`config.mk`:
```
export PLATFORM = sky130hd
export DESIGN_NAME = serv_dbus_timer
export DESIGN_NICKNAME = d
export VERILOG_FILES = /design/src/rtl/serv_dbus_timer.sv
export SDC_FILE = /design/constraint.sdc
export NUM_CORES = 1
export LEC_CHECK = 0
export BUFFER_PORTS_ARGS = -buffer_cell sky130_fd_sc_hd__buf_2
export CAP_MARGIN = 10
export CELL_PAD_IN_SITES_DETAIL_PLACEMENT = 1
export CELL_PAD_IN_SITES_GLOBAL_PLACEMENT = 1
export CORE_ASPECT_RATIO = 1.75
export CORE_MARGIN = 3
export CORE_UTILIZATION = 45
export DETAILED_ROUTE_END_ITERATION = 12
export GPL_ROUTABILITY_DRIVEN = 1
export GPL_TIMING_DRIVEN = 0
export MAX_ROUTING_LAYER = met4
export PLACE_DENSITY = 0.76
export SLEW_MARGIN = 20
export SYNTH_ARGS = -nofsm -noshare
export SYNTH_HDL_FRONTEND = slang
export SYNTH_SLANG_ARGS = --single-unit
```
`constraint.sdc`:
```
create_clock -name i_clk -period 5.05 [get_ports i_clk]
set_input_delay 1.01 -clock i_clk [delete_from_list [all_inputs] [get_ports i_clk]]
set_output_delay 1.01 -clock i_clk [all_outputs]
set_load 0.02 [all_outputs]
```
`src/rtl/serv_dbus_timer.sv`:
```
// Wishbone-style dbus responder for SERV with a 64-bit RISC-V machine timer.
// Optional GPIO output register is enabled with `define SERV_DBUS_TIMER_GPIO_EN.
module serv_dbus_timer #(
  parameter int LATENCY  = 1,
  parameter int PRESCALE = 1,
  parameter int GPIO_W   = 8
) (
  input  logic              i_clk,
  input  logic              i_rst_n,
  input  logic              i_cyc,
  input  logic              i_we,
  input  logic [3:0]        i_sel,
  input  logic [31:0]       i_adr,
  input  logic [31:0]       i_dat,
  output logic [31:0]       o_rdt,
  output logic              o_ack,
  output logic              o_timer_irq,
  output logic [GPIO_W-1:0] o_gpio
);

  localparam logic [1:0] IDLE = 2'd0;
  localparam logic [1:0] WAIT = 2'd1;
  localparam logic [1:0] ACK  = 2'd2;

  logic [1:0]  state;
  logic [3:0]  wait_cnt;
  logic        req_we;
  logic [3:0]  req_sel;
  logic [2:0]  req_adr;
  logic [31:0] req_dat;
  logic [15:0] presc;
  logic [63:0] mtime;
  logic [63:0] mtimecmp;
  logic [31:0] rdata;
  logic        commit;
  logic        tick;
  logic        unused_adr;

  // Only adr[4:2] matters; the interconnect has already selected this region.
  assign unused_adr = ^{i_adr[31:5], i_adr[1:0]};

  assign commit = (state == ACK) && req_we && (req_sel != 4'b0000);
  assign tick   = (presc == 16'(PRESCALE - 1));

  function automatic logic [31:0] merge(input logic [31:0] old_val,
                                        input logic [31:0] new_val,
                                        input logic [3:0]  sel);
    logic [31:0] res;
    res = old_val;
    for (int i = 0; i < 4; i++)
      if (sel[i]) res[8*i +: 8] = new_val[8*i +: 8];
    return res;
  endfunction

  always_ff @(posedge i_clk or negedge i_rst_n) begin
    if (!i_rst_n) begin
      state    <= IDLE;
      wait_cnt <= '0;
      req_we   <= 1'b0;
      req_sel  <= '0;
      req_adr  <= '0;
      req_dat  <= '0;
    end else begin
      case (state)
        IDLE: if (i_cyc) begin
          req_we  <= i_we;
          req_sel <= i_sel;
          req_adr <= i_adr[4:2];
          req_dat <= i_dat;
          if (LATENCY > 0) begin
            state    <= WAIT;
            wait_cnt <= 4'(LATENCY - 1);
          end else begin
            state <= ACK;
          end
        end
        WAIT: if (wait_cnt == 4'd0) state <= ACK;
              else wait_cnt <= wait_cnt - 4'd1;
        ACK:  state <= IDLE;
        default: state <= IDLE;
      endcase
    end
  end

  always_ff @(posedge i_clk or negedge i_rst_n) begin
    if (!i_rst_n) presc <= '0;
    else if (tick) presc <= '0;
    else presc <= presc + 16'd1;
  end

  // A software write to either half wins over the tick and drops that increment.
  always_ff @(posedge i_clk or negedge i_rst_n) begin
    if (!i_rst_n) begin
      mtime    <= '0;
      mtimecmp <= '1;
      o_timer_irq <= 1'b0;
    end else begin
      if (commit && req_adr == 3'd0)
        mtime[31:0] <= merge(mtime[31:0], req_dat, req_sel);
      else if (commit && req_adr == 3'd1)
        mtime[63:32] <= merge(mtime[63:32], req_dat, req_sel);
      else if (tick)
        mtime <= mtime + 64'd1;
      if (commit && req_adr == 3'd2)
        mtimecmp[31:0] <= merge(mtimecmp[31:0], req_dat, req_sel);
      if (commit && req_adr == 3'd3)
        mtimecmp[63:32] <= merge(mtimecmp[63:32], req_dat, req_sel);
      o_timer_irq <= (mtime >= mtimecmp);
    end
  end

`ifdef SERV_DBUS_TIMER_GPIO_EN
  logic [GPIO_W-1:0] gpio;
  logic [31:0]       gpio_wr;
  assign gpio_wr = merge(32'(gpio), req_dat, req_sel);

  always_ff @(posedge i_clk or negedge i_rst_n) begin
    if (!i_rst_n) gpio <= '0;
    else if (commit && req_adr == 3'd4) gpio <= gpio_wr[GPIO_W-1:0];
  end
  assign o_gpio = gpio;
`else
  logic [31:0] gpio;
  assign gpio   = '0;
  assign o_gpio = '0;
`endif

  always_comb begin
    rdata = '0;
    case (req_adr)
      3'd0: rdata = mtime[31:0];
      3'd1: rdata = mtime[63:32];
      3'd2: rdata = mtimecmp[31:0];
      3'd3: rdata = mtimecmp[63:32];
      3'd4: rdata = 32'(gpio);
      3'd5: rdata = 32'(PRESCALE);
      default: rdata = '0;
    endcase
  end

  assign o_ack = (state == ACK);
  assign o_rdt = (state == ACK && !req_we) ? rdata : 32'd0;

endmodule

```
# ---- Word-level counts from Yosys, hierarchy flattened
# Cells that the tools add are included.
dict set report totals {
  regBits 191
  latch_bits 0
  ramBits 0
  mem_bits_ro 0
  in_bits 72
  output_inout_bits 42
  elab_cells 99
  n_memories 0
}
dict set report op_classes {
  n_addsub 3
  n_mul 0
  div 0
  magnitude_cmp 1
  eq_ne 18
  n_shift 0
  n_mux 17
  bitwise 1
  reduce_logical 35
}
# op n
set ops {}
lappend ops {{$pmux W32 S5} 1}
lappend ops {{$mux W32} 4}
lappend ops {{$add A64 B1 Y64 const B} 1}
lappend ops {{$ge A64 B64 Y1} 1}
lappend ops {{$mux W64} 1}
lappend ops {{$mux W8} 4}
lappend ops {{$reduce_and A3 Y1} 9}
lappend ops {{$ne A2 B2 Y1 const B} 12}
lappend ops {{$reduce_and A2 Y1} 10}
lappend ops {{$add A16 B1 Y16 const B} 1}
lappend ops {{$logic_not A16 Y1} 1}
lappend ops {{$mux W16} 1}
lappend ops {{$mux W4} 2}
lappend ops {{$pmux W4 S2} 1}
lappend ops {{$logic_and A1 B1 Y1} 7}
lappend ops {{$eq A3 B2 Y1 const B} 2}
lappend ops {{$reduce_bool A2 Y1} 3}
lappend ops {{$logic_not A4 Y1} 1}
lappend ops {{$mux W2} 2}
lappend ops {{$pmux W2 S2} 1}
lappend ops {{$reduce_bool A4 Y1} 1}
lappend ops {{$sub A4 B1 Y4 const B} 1}
lappend ops {{$eq A3 B1 Y1 const B} 1}
lappend ops {{$eq A3 B3 Y1 const B} 1}
lappend ops {{6 further kinds} 6}

# ---- Depth between registers and ports, before layout
# Gate-level depths: netlist of run 1.
dict set report logic_depth {
  depth_word 6
  ltp_mapped 11
  depth_no_buf 9
}

# ---- Worst setup path after synthesis of run 1
# No wires, ideal clock.
dict set report synth_path {
  path_type {reg-to-output}
  from {register req_adr[2]}
  to {output o_rdt[10]}
  arrival_ns 1.700
  required_ns 4.040
  setup_slack_ns 2.340
  stages_incl_launch_ff 6
  path_buffers 2
  cell_sequence {dfrtp_1 -> clkbuf_1 -> nor3b_1 -> clkbuf_1 -> a22oi_1 -> a21oi_1}
}
dict set report synth_between {
  elab_chain_len 3
  elab_cells_between_ends 7
  cone_classes {4 x eq/ne; 2 x mux; 1 x reduce/logical}
}
# item line_no
set synth_rtl {}
lappend synth_rtl {{start, declared} 29} ;# logic [2:0] req_adr;
lappend synth_rtl {{start signal, assigned} 68} ;# req_adr <= i_adr[4:2];
lappend synth_rtl {{$eq A3 B3 Y1, or another cell as far along} 130} ;# case (req_adr)
lappend synth_rtl {{$pmux W32 S5 (*)} 130}
lappend synth_rtl {{$mux W32 (*)} 142} ;# assign o_rdt = (state == ACK && !req_we) ? rdata : 32'd0;
lappend synth_rtl {{end, declared} 15} ;# output logic [31:0] o_rdt,
# Every way passes the cells marked *; elsewhere a longest branch is shown, timed or not.

# ---- Worst setup path in the final report of run 1
dict set report layout_path {
  from {register req_adr[2]}
  to {output o_rdt[18]}
}
# The elaborated chain is that of the path after synthesis.

==> results.txt, run 1 <==
Register bit total from synthesis: 191
Psw: 0.00301 W
Worst path required time: 4.04 ns
Max Cap Viol: 0
Cell count after synthesis: 1206
Worst-skew pair later-pin latency: 0.47 ns
Yosys top cell by area: dfrtp_1
Place WS: 1.67 ns
Placer Congestion: 0.962
Synth cell types: 74
Initial DRC count: 582
Num rows: 77
Deepest clock path buffer count: 2
Fin. Hold Viols: 0
Leakage power: 5.65 nW
Syn Area/Cell: 9.67 sq um
Initial antenna violation count: 0
Initial Util: 0.459
Final Non-Filler Cells: 1641
Post-DP HPWL: 30500 microns
Worst-Margin Slew: 0.856 ns
Ranking of synthesized cells by area: dfrtp_1 27%, dfstp_2 14%, mux2_2 9.2%, ha_1 7.4%, a21oi_1 5.8%
Clk network pwr share: 0.203
Worst-path maximum fanout: 10
Number of synthesized flops with an enable pin: 0
Area share of the largest cell type after synthesis: 0.272
Outcome: finished clean
Port Buffers: 76
Logic pwr share: 0.376
Path type of the worst setup path: reg2out
Vias per std cell: 6.28
Worst slew margin: 0.430
Pin count of the biggest net entering global routing: 94
Area Overhead vs Synth: 12.9%
Top FF cell, synth: dfrtp_1
Drt drc: 0
Layout fillers: 2926
Fin. max-slew vios: 0
Routed WL per cell: 24.8 microns
Peak supply drop: 0.000296 V
Hold crit path type: in2async
Fmax: 252 MHz
Die outline width: 128 microns
Final setup margin: 1.09 ns
CTS root buffer: clkbuf_16
# diodes: 0
GRT Residual Overflow: 0
GRT Total Usage: 0.304
Synth warn: 0
Sequential fraction of design power: 0.421
Final Setup Violations: 0
Num ports: 114
Placed insts: 1609
Final Skew: 0.00982 ns
CP Launch Type: flop
Pre-antenna DRT Iters: 5
Final hold slack: 0.381 ns
Hold-fix buffers, CTS: 0
Final Critical Period: 3.96 ns
Clock sinks: 191
Total number of vias: 10300
Total power: 0.00718 W
Total CTS buffers: 17
Post-Route WL: 40700 microns
Pwr/cell area: 545 nW/um^2
Critical path endpoint category: output pin
# Post-CTS Setup Buffers: 0
RSZ-0062 raised after global routing: false
Arrival time at the worst endpoint: 2.95 ns
Core box area: 25400 sq um
Die area: 28000 sq um
TritonCTS clock tree: yes
Final Cycle Share: 0.785
Sequential fraction of the synthesis area: 0.417
Asr flop ratio synth: 1.00
Antenna-violating nets left: 0
Mapped Area: 11700 sq um
Nets: 1453
Internal: 0.00417 W
First-pass GRT wire length: 62800 microns
Vias in the first global route: 11000
Sw Ratio: 0.419
Setup TNS: 0 ns
CTS H-tree depth: 4
Clock Pin Slew Worst Setup and Hold Paths: 0.07 ns
Share of layout cells above drive strength 1: 0.244
DIE HEIGHT: 219 microns
Post-CTS sizing: 0
-- area by class of cell --
cell class / count / area (sq um) / share of cell area
Timing Repair Buffer: 80 / 460 / 0.0350
Inverter: 74 / 278 / 0.0211
Sequential cell: 191 / 4860 / 0.369
Clock inverter: 12 / 158 / 0.0120
Multi-Input combinational cell: 884 / 6270 / 0.476
Buffer: 64 / 298 / 0.0226
Tap cell: 316 / 395 / 0.0300
Clock buffer: 20 / 457 / 0.0347
-- path summary, 6_finish.rpt --
kind | startpoint | end | slack [ns] | cells after the start
setup / recovery | req_adr[2] | o_rdt[18] | 1.09 | 8
setup reg to reg | mtimecmp[30] | o_timer_irq | 1.78 | 9
hold / removal | i_rst_n | req_dat[17] | 0.38 | 1
min in group i_clk | presc[15] | presc[15] | 0.49 | 1
max in group asynchronous | i_rst_n | mtimecmp[1] | 3.50 | 3
hold reg to reg | presc[15] | presc[15] | 0.49 | 1
-- cell usage after synthesis (3+ instances only) --
cell,n
a21o_1,13
a21oi_1,135
a21oi_2,5
a22oi_1,65
a2bb2oi_1,7
a31oi_1,17
and2_1,11
and3_1,22
and4_1,7
buf_1,3
buf_2,13
buf_4,9
clkbuf_1,38
dfrtp_1,127
dfstp_2,64
ha_1,69
inv_1,74
mux2_1,9
mux2_2,95
nand2_1,90
nand2b_1,3
nand3_1,38
nand3_2,3
nand4_1,25
nand4_4,4
nor2_1,74
nor2b_1,4
nor3_1,8
nor3b_1,5
nor4_1,9
o21a_1,3
o21ai_0,38
o21ai_1,10
o22a_1,26
o22ai_1,18
or4_1,3
xnor2_1,13
xor2_1,3
-- flip-flops by register name (all words and copies together) (netlist names) --
signal       flops
o_timer_irq      1
req_we           1
wait_cnt         4
req_sel          4
presc           16
req_dat         32
mtime           64
req_adr          3
mtimecmp        64
state            2
-- routing by layer --
layer  vias up  wire (microns)  GRT usage
met5         -               0          -
met4         0            2550      0.178
met3       133            1530     0.0458
met2       280           21700      0.533
met1      5241           15000      0.323
li1       4646               -          -
-- stage by stage --
step	instance area, sq um	utilization
after CTS	13200	0.518
after global placement	12500	0.490
after floorplan	11700	-
after detailed placement	12600	0.494
final	13200	0.518
after global routing	13200	0.518
-- cells in the final DEF, fill, tap and decap left out, types with 10 or more instances in the layout --
master,count
a31oi_1,17
and2_1,11
ha_1,69
o22ai_1,18
buf_2,88
clkbuf_16,17
nand3_1,38
a21oi_1,135
dfstp_2,64
a21o_1,13
and3_1,22
nand4_1,25
inv_1,74
nand2_1,90
buf_4,11
a22oi_1,65
dfrtp_1,127
o21ai_1,10
o21ai_0,38
xnor2_1,13
clkbuf_1,39
nor2_1,74
o22a_1,26
mux2_2,95
-- logic make-up after synthesis --
| kind of cell | after synthesis | synth area share |
|---|---|---|
| compound gates | 357 | 0.193 |
| simple gates | 329 | 0.153 |
| flops | 191 | 0.417 |
| buf+inv | 138 | 0.0493 |
| mux | 105 | 0.101 |
| fa+ha+maj | 69 | 0.0740 |
| xor+xnor | 16 | 0.0120 |
| other cells | 1 | 0.000321 |
-- power by group through the flow --
stage                     clock, W  sequential (W)  combinational [W]
after floorplan                  0         0.00267            0.00185
after global placement           0         0.00298            0.00253
after detailed placement         0         0.00302            0.00267
after CTS                  0.00148         0.00300            0.00270
after global routing       0.00153         0.00310            0.00299
final                      0.00146         0.00302            0.00270
-- worst max-delay path, stage by stage (launching register included) --
cell	delay (ns)
dfrtp_1	0.36
clkbuf_1	0.19
nor2_1	0.18
and2_1	0.15
clkbuf_1	0.37
clkbuf_1	0.62
a22oi_1	0.20
a21oi_1	0.22
buf_2	0.19
Power figures use the tool's default switching activity.
==> inputs of run 2 (changes only) <==
Settings changed: CORE_UTILIZATION 45 to 42, PLACE_DENSITY 0.76 to 0.75.
Clock period 5.05 ns to 3.23 ns, I/O delays scaled along.
==> run 2 against run 1 <==
Count of clock-buffer cells in the layout grew 2; via count grew 0.75%; combinational power increased by 59%; flip-flop and latch count did not move; cell count increased by 3.4%; final area up 1.0%; sequential power is 56% higher; sequential share of layout area down 0.38 points; hold slack worse by 0.35 ns; wire length down 0.62%; setup slack worse by 1.0 ns; clock skew rose by 0.0038 ns; critical endpoint is now o_rdt[1]; largest power group unchanged.
==> results.txt, run 2 (synthesis gave the netlist of run 1 again) <==
Outcome: finished clean
GRT Residual Overflow: 0 (unchanged)
First-pass GRT wire length: 63000 microns (+0.24%)
Commonest non-fill, non-tap cell in the layout: a21oi_1
Final setup margin: 0.0862 ns (-1.00 ns)
Core box area: 27300 sq um (+7.4%)
Critical path endpoint category: output pin
Initial antenna violation count: 0 (unchanged)
Die area: 29900 sq um (+6.9%)
Post-Route WL: 40500 microns (-0.62%)
Die outline width: 132 microns (+3.3%)
Peak per-stage delay on the critical path: 0.36 ns (-0.26 ns)
Final Critical Period: 3.14 ns
Num ports: 114 (unchanged)
Num rows: 80 (+3.9%)
Worst path required time: 2.58 ns (-1.46 ns)
Final Cycle Share: 0.973
Place WS: -0.0334 ns (-1.70 ns)
Final Non-Filler Cells: 1697 (+3.4%)
Psw: 0.00471 W (+56%)
Pre-antenna DRT Iters: 5 (unchanged)
CTS root buffer: clkbuf_16
Hold crit path type: in2async
RSZ-0062 raised after global routing: false
GRT Total Usage: 0.282 (-0.0221)
Most frequent cells in the layout: 134 x a21oi_1, 127 x dfrtp_1, 95 x mux2_2
Fmax: 318 MHz
Final hold slack: 0.0358 ns (-0.345 ns)
Crit path cell chain: clkbuf_1 -> nor2_1 -> and2_2 -> buf_2 -> a22oi_1 -> a21oi_1 -> buf_2
Max Cap Viol: 0 (unchanged)
Deepest clock path buffer count: 2 (unchanged)
Nets: 1455 (+0.14%)
Sw Ratio: 0.420 (+0.000484)
Antenna-violating nets left: 0 (unchanged)
Fin. max-slew vios: 0 (unchanged)
Setup TNS: 0 ns (unchanged)
Hold-fix buffers, CTS: 0 (unchanged)
Total number of vias: 10400 (+0.75%)
Fin. Hold Viols: 0 (unchanged)
DIE HEIGHT: 226 microns (+3.4%)
Final Skew: 0.0137 ns (+0.00385 ns)
CP max stage cell: dfrtp_1
CTS H-tree depth: 4 (unchanged)
Clock sinks: 191 (unchanged)
Worst-Margin Slew: 0.872 ns (+0.0166 ns)
Peak supply drop: 0.000491 V (+66%)
Port Buffers: 76 (unchanged)
Leakage power: 5.72 nW (+1.2%)
Final Setup Violations: 0 (unchanged)
Area Overhead vs Synth: 14.1%
Post-DP HPWL: 30500 microns (about the same)
Placer Congestion: 0.937 (-2.7%)
Initial DRC count: 696 (+20%)
Top Registers: mtime (64), mtimecmp (64), req_dat (32)
Clk network pwr share: 0.197 (-0.006)
Pwr/cell area: 843 nW/um^2 (+55%)
Final core utilization: 0.487 (-0.0308)
Clock Pin Slew Worst Setup and Hold Paths: 0.07 ns (about the same)
Worst-path maximum fanout: 10 (unchanged)
Arrival time at the worst endpoint: 2.50 ns (-0.45 ns)
TritonCTS clock tree: yes
Worst slew margin: 0.418 (-0.0111)
Vias in the first global route: 11000 (+0.045%)
Pin count of the biggest net entering global routing: 87 (-7.4%)
Internal: 0.00651 W (+56%)
Placed insts: 1661 (+3.2%)
Routed WL per cell: 23.9 microns (-3.9%)
Path type of the worst setup path: reg2out
Vias per std cell: 6.11 (-2.6%)
Initial Util: 0.427 (-0.0318)
Total CTS buffers: 17 (unchanged)
CP most frequent cell: buf_2
Sequential fraction of design power: 0.420 (about the same)
CP Launch Type: flop
Drt drc: 0 (unchanged)
Worst-skew pair later-pin latency: 0.47 ns (about the same)
Logic pwr share: 0.383 (+0.007)
Share of layout cells above drive strength 1: 0.258 (+0.0140)
-- run 2: layer usage --
layer  GRT usage  up-vias  part of all wire
met5           -        -                 0
met4       0.175        0             0.064
met3      0.0437      144             0.037
met2       0.502      307              0.53
met1       0.291     5257              0.37
li1            -     4669                 -
-- run 2: what timing repair did --
action                     4_1_cts  5_1_grt
pin swaps                        0        2
setup endpoints to repair       32       32
hold endpoints to repair         0        0
cloned                           0        0
setup buffers                    0        4
gates resized for setup         16       14
-- run 2: worst paths after layout --
| check | from | endpoint | slack (ns) | cells past startpoint |
|---|---|---|---|---|
| worst max-delay path | req_adr[2] | o_rdt[1] | 0.09 | 7 |
| worst min-delay path | i_rst_n | req_dat[19] | 0.04 | 1 |
| worst max register to register | mtimecmp[30] | o_timer_irq | 0.12 | 9 |
| worst min register to register | presc[15] | presc[15] | 0.48 | 1 |
| max in group asynchronous | i_rst_n | mtimecmp[63] | 2.43 | 2 |
| min in group i_clk | i_adr[2] | req_adr[0] | 0.40 | 3 |
-- run 2: through the flow --
step	instance area (sq um)	power (W)
after global placement	12500	0.00863
after global routing	13300	0.0119
after detailed placement	12600	0.00888
final	13300	0.0112
after CTS	13300	0.0112
after floorplan	11700	0.00707
-- run 2: power groups by stage --
stage / clock, W / sequential [W] / combinational [W]
5_1_grt: 0.00235 / 0.00484 / 0.00474
3_5_place_dp: 0 / 0.00471 / 0.00417
4_1_cts: 0.00224 / 0.00468 / 0.00425
6_report: 0.00221 / 0.00471 / 0.00429
3_3_place_gp: 0 / 0.00466 / 0.00397
2_1_floorplan: 0 / 0.00418 / 0.00290
-- run 2: area by class of cell --
cell class              count  area [sq um]
fillers                  3124         14000
diodes                      1          2.50
plain buffers              63           318
well taps                 369           462
clock inverters            10           131
flip-flops and latches    191          4860
clock buffers              22           464
repair buffers             83           499
multi-input cells         884          6300
inverters                  74           278
-- run 2: worst max-delay path: cells and delay by family, from the launching register on --
family | cells | cell delay, ns
DFF | 1 | 0.36
AOI/OAI and AO/OA | 2 | 0.34
and+or+nand+nor | 2 | 0.56
buffers and inverters | 3 | 0.77
==> inputs of run 3 (changes only) <==
Settings changed: CORE_MARGIN 3 to unset, CORE_UTILIZATION 42 to 45, PLACE_DENSITY 0.75 to 0.76.
Clock period 3.23 ns to 3 ns, I/O delays scaled along.
==> run 3 against run 2 <==
Cell count shrank 3.1%; count of clock-buffer cells in the layout down 2; clock skew fell by 0.0024 ns; via count shrank 0.13%; critical path depth is 2 higher; critical path type is now reg2reg; critical endpoint is now o_timer_irq; highest routed layer unchanged.
==> results.txt, run 3 (synthesis gave the netlist of run 1 again) <==
Outcome: finished clean
Worst-Margin Slew: 0.868 ns (-0.00467 ns)
Arrival time at the worst endpoint: 3.34 ns (+0.84 ns)
Die outline width: 124 microns (-6.3%)
Leakage power: 5.75 nW (+0.57%)
TritonCTS clock tree: yes
Max Cap Viol: 0 (unchanged)
Most frequent cells in the layout: 135 x a21oi_1, 125 x dfrtp_1, 95 x mux2_2
Drt drc: 0 (unchanged)
Pin count of the biggest net entering global routing: 77 (-11%)
Final setup margin: 0.0182 ns (-0.0680 ns)
Commonest non-fill, non-tap cell in the layout: a21oi_1
Vias in the first global route: 11200 (+1.6%)
Placer Congestion: 0.930 (-0.69%)
Nets: 1456 (+0.069%)
RSZ-0062 raised after global routing: false
Area Overhead vs Synth: 13.9%
Final Critical Period: 2.98 ns
Share of layout cells above drive strength 1: 0.263 (+0.00508)
Final Setup Violations: 0 (unchanged)
Layout fillers: 2933 (-6.1%)
Logic pwr share: 0.387 (+0.004)
Initial Util: 0.460 (+0.0335)
Post-Route WL: 40700 microns (+0.54%)
Final Cycle Share: 0.994
Clock Pin Slew Worst Setup and Hold Paths: 0.07 ns (about the same)
Core box area: 25300 sq um (-7.3%)
Routed WL per cell: 24.8 microns (+3.8%)
Clock sinks: 191 (unchanged)
Post-DP HPWL: 30400 microns (about the same)
Path type of the worst setup path: reg2reg
Critical path endpoint category: flop
Num ports: 114 (unchanged)
Num rows: 77 (-3.8%)
Setup TNS: 0 ns (unchanged)
Psw: 0.00514 W (+9.2%)
Peak supply drop: 0.000462 V (-5.9%)
Worst slew margin: 0.415 (-0.00300)
Worst-skew pair later-pin latency: 0.48 ns (about the same)
Final Non-Filler Cells: 1644 (-3.1%)
Sequential fraction of design power: 0.421 (about the same)
CP Launch Type: flop
First-pass GRT wire length: 63000 microns (about the same)
GRT Total Usage: 0.332 (+0.0495)
Peak per-stage delay on the critical path: 0.55 ns (+0.19 ns)
Total CTS buffers: 17 (unchanged)
CTS root buffer: clkbuf_16
Pwr/cell area: 914 nW/um^2 (+8.5%)
Internal: 0.00700 W (+7.6%)
Crit path cell chain: inv_1 -> ha_1 -> nor2b_1 -> o211ai_1 -> a21oi_1 -> a211o_1 -> a31oi_1 -> a21oi_1 -> or4_1
DIE HEIGHT: 215 microns (-5.1%)
Initial antenna violation count: 0 (unchanged)
Sw Ratio: 0.424 (+0.00359)
Total number of vias: 10400 (-0.13%)
Place WS: -0.196 ns (-0.162 ns)
Top Registers: mtime (64), mtimecmp (64), req_dat (32)
Hold crit path type: in2async
Fmax: 335 MHz
CTS H-tree depth: 4 (unchanged)
Worst-path maximum fanout: 3 (-7)
Worst path required time: 3.35 ns (+0.77 ns)
GRT Residual Overflow: 0 (unchanged)
CP max stage cell: dfstp_2
Vias per std cell: 6.30 (+3.1%)
CP most frequent cell: a21oi_1
Die area: 26600 sq um (-11%)
# diodes: 0 (-1)
Pre-antenna DRT Iters: 5 (unchanged)
Deepest clock path buffer count: 2 (unchanged)
Initial DRC count: 551 (-21%)
Final Skew: 0.0112 ns (-0.00243 ns)
Fin. Hold Viols: 0 (unchanged)
Placed insts: 1609 (-3.1%)
Clk network pwr share: 0.192 (-0.005)
Antenna-violating nets left: 0 (unchanged)
Port Buffers: 76 (unchanged)
Fin. max-slew vios: 0 (unchanged)
-- run 3: cell types whose count changed in the layout (fill, tap and decap cells not counted), moves of 3 or more --
| cell | delta |
|---|---|
| a21oi_2 | -3 |
| clkbuf_1 | -3 |
| clkbuf_4 | +3 |
| clkinv_2 | +3 |
-- run 3: worst paths after layout --
kind                                 to        start  cells after the start  slack (ns)
setup / recovery            o_timer_irq  mtimecmp[1]                      9        0.02
hold / removal              req_dat[19]      i_rst_n                      1        0.02
setup reg to reg            o_timer_irq  mtimecmp[1]                      9        0.02
hold reg to reg               presc[15]    presc[15]                      1        0.49
max in group asynchronous  mtimecmp[59]      i_rst_n                      3        1.84
min in group i_clk           req_adr[1]     i_adr[3]                      2        0.35
-- run 3: cell type report --
cell class	instances	area [sq um]	area share
repair buffers	86	534	0.0402
clock inverters	12	135	0.0102
plain buffers	61	319	0.0240
multi-input cells	884	6320	0.476
clock buffers	20	437	0.0329
flip-flops and latches	191	4860	0.366
inverters	74	278	0.0209
well taps	316	395	0.0298
-- run 3: per-layer routing --
| metal | up-vias | global-route usage | part of all wire |
|---|---|---|---|
| li1 | 4645 | - | - |
| met1 | 5247 | 0.343 | 0.37 |
| met2 | 318 | 0.561 | 0.52 |
| met3 | 153 | 0.0472 | 0.036 |
| met4 | 0 | 0.239 | 0.074 |
| met5 | - | - | 0 |
-- run 3: what timing repair did --
| item | 4_1_cts | 5_1_grt |
|---|---|---|
| pin swaps | 2 | 3 |
| buffers inserted | 4 | 2 |
| resized for setup | 24 | 14 |
| endpoints found under the setup margin | 33 | 33 |
| hold buffers | 0 | 0 |
-- run 3: stage by stage --
| step | util | cell area [sq um] | power [W] | hold slack [ns] |
|---|---|---|---|---|
| finish | 0.524 | 13300 | 0.0121 | 0.0205 |
| global route | 0.524 | 13300 | 0.0128 | 0.0489 |
| global placement | 0.492 | 12500 | 0.00929 | 0.476 |
| floorplan | - | 11700 | 0.00762 | 0.304 |
| detailed placement | 0.496 | 12600 | 0.00960 | 0.480 |
| CTS | 0.522 | 13200 | 0.0121 | 0.0226 |
-- run 3: worst max-delay path: cells and delay by family (launching register included) --
family	cells	cell delay, ns
AOI/OAI and AO/OA	5	1.40
and+or+nand+nor	2	0.57
DFF	1	0.55
adders and majority gates	1	0.28
buffers and inverters	1	0.05
-- run 3: power by group through the flow --
| stage | combinational (W) | clock (W) | sequential (W) |
|---|---|---|---|
| 2_1_floorplan | 0.00312 | 0 | 0.00450 |
| 6_report | 0.00470 | 0.00233 | 0.00511 |
| 5_1_grt | 0.00511 | 0.00243 | 0.00523 |
| 4_1_cts | 0.00463 | 0.00237 | 0.00508 |
| 3_3_place_gp | 0.00427 | 0 | 0.00502 |
| 3_5_place_dp | 0.00452 | 0 | 0.00508 |
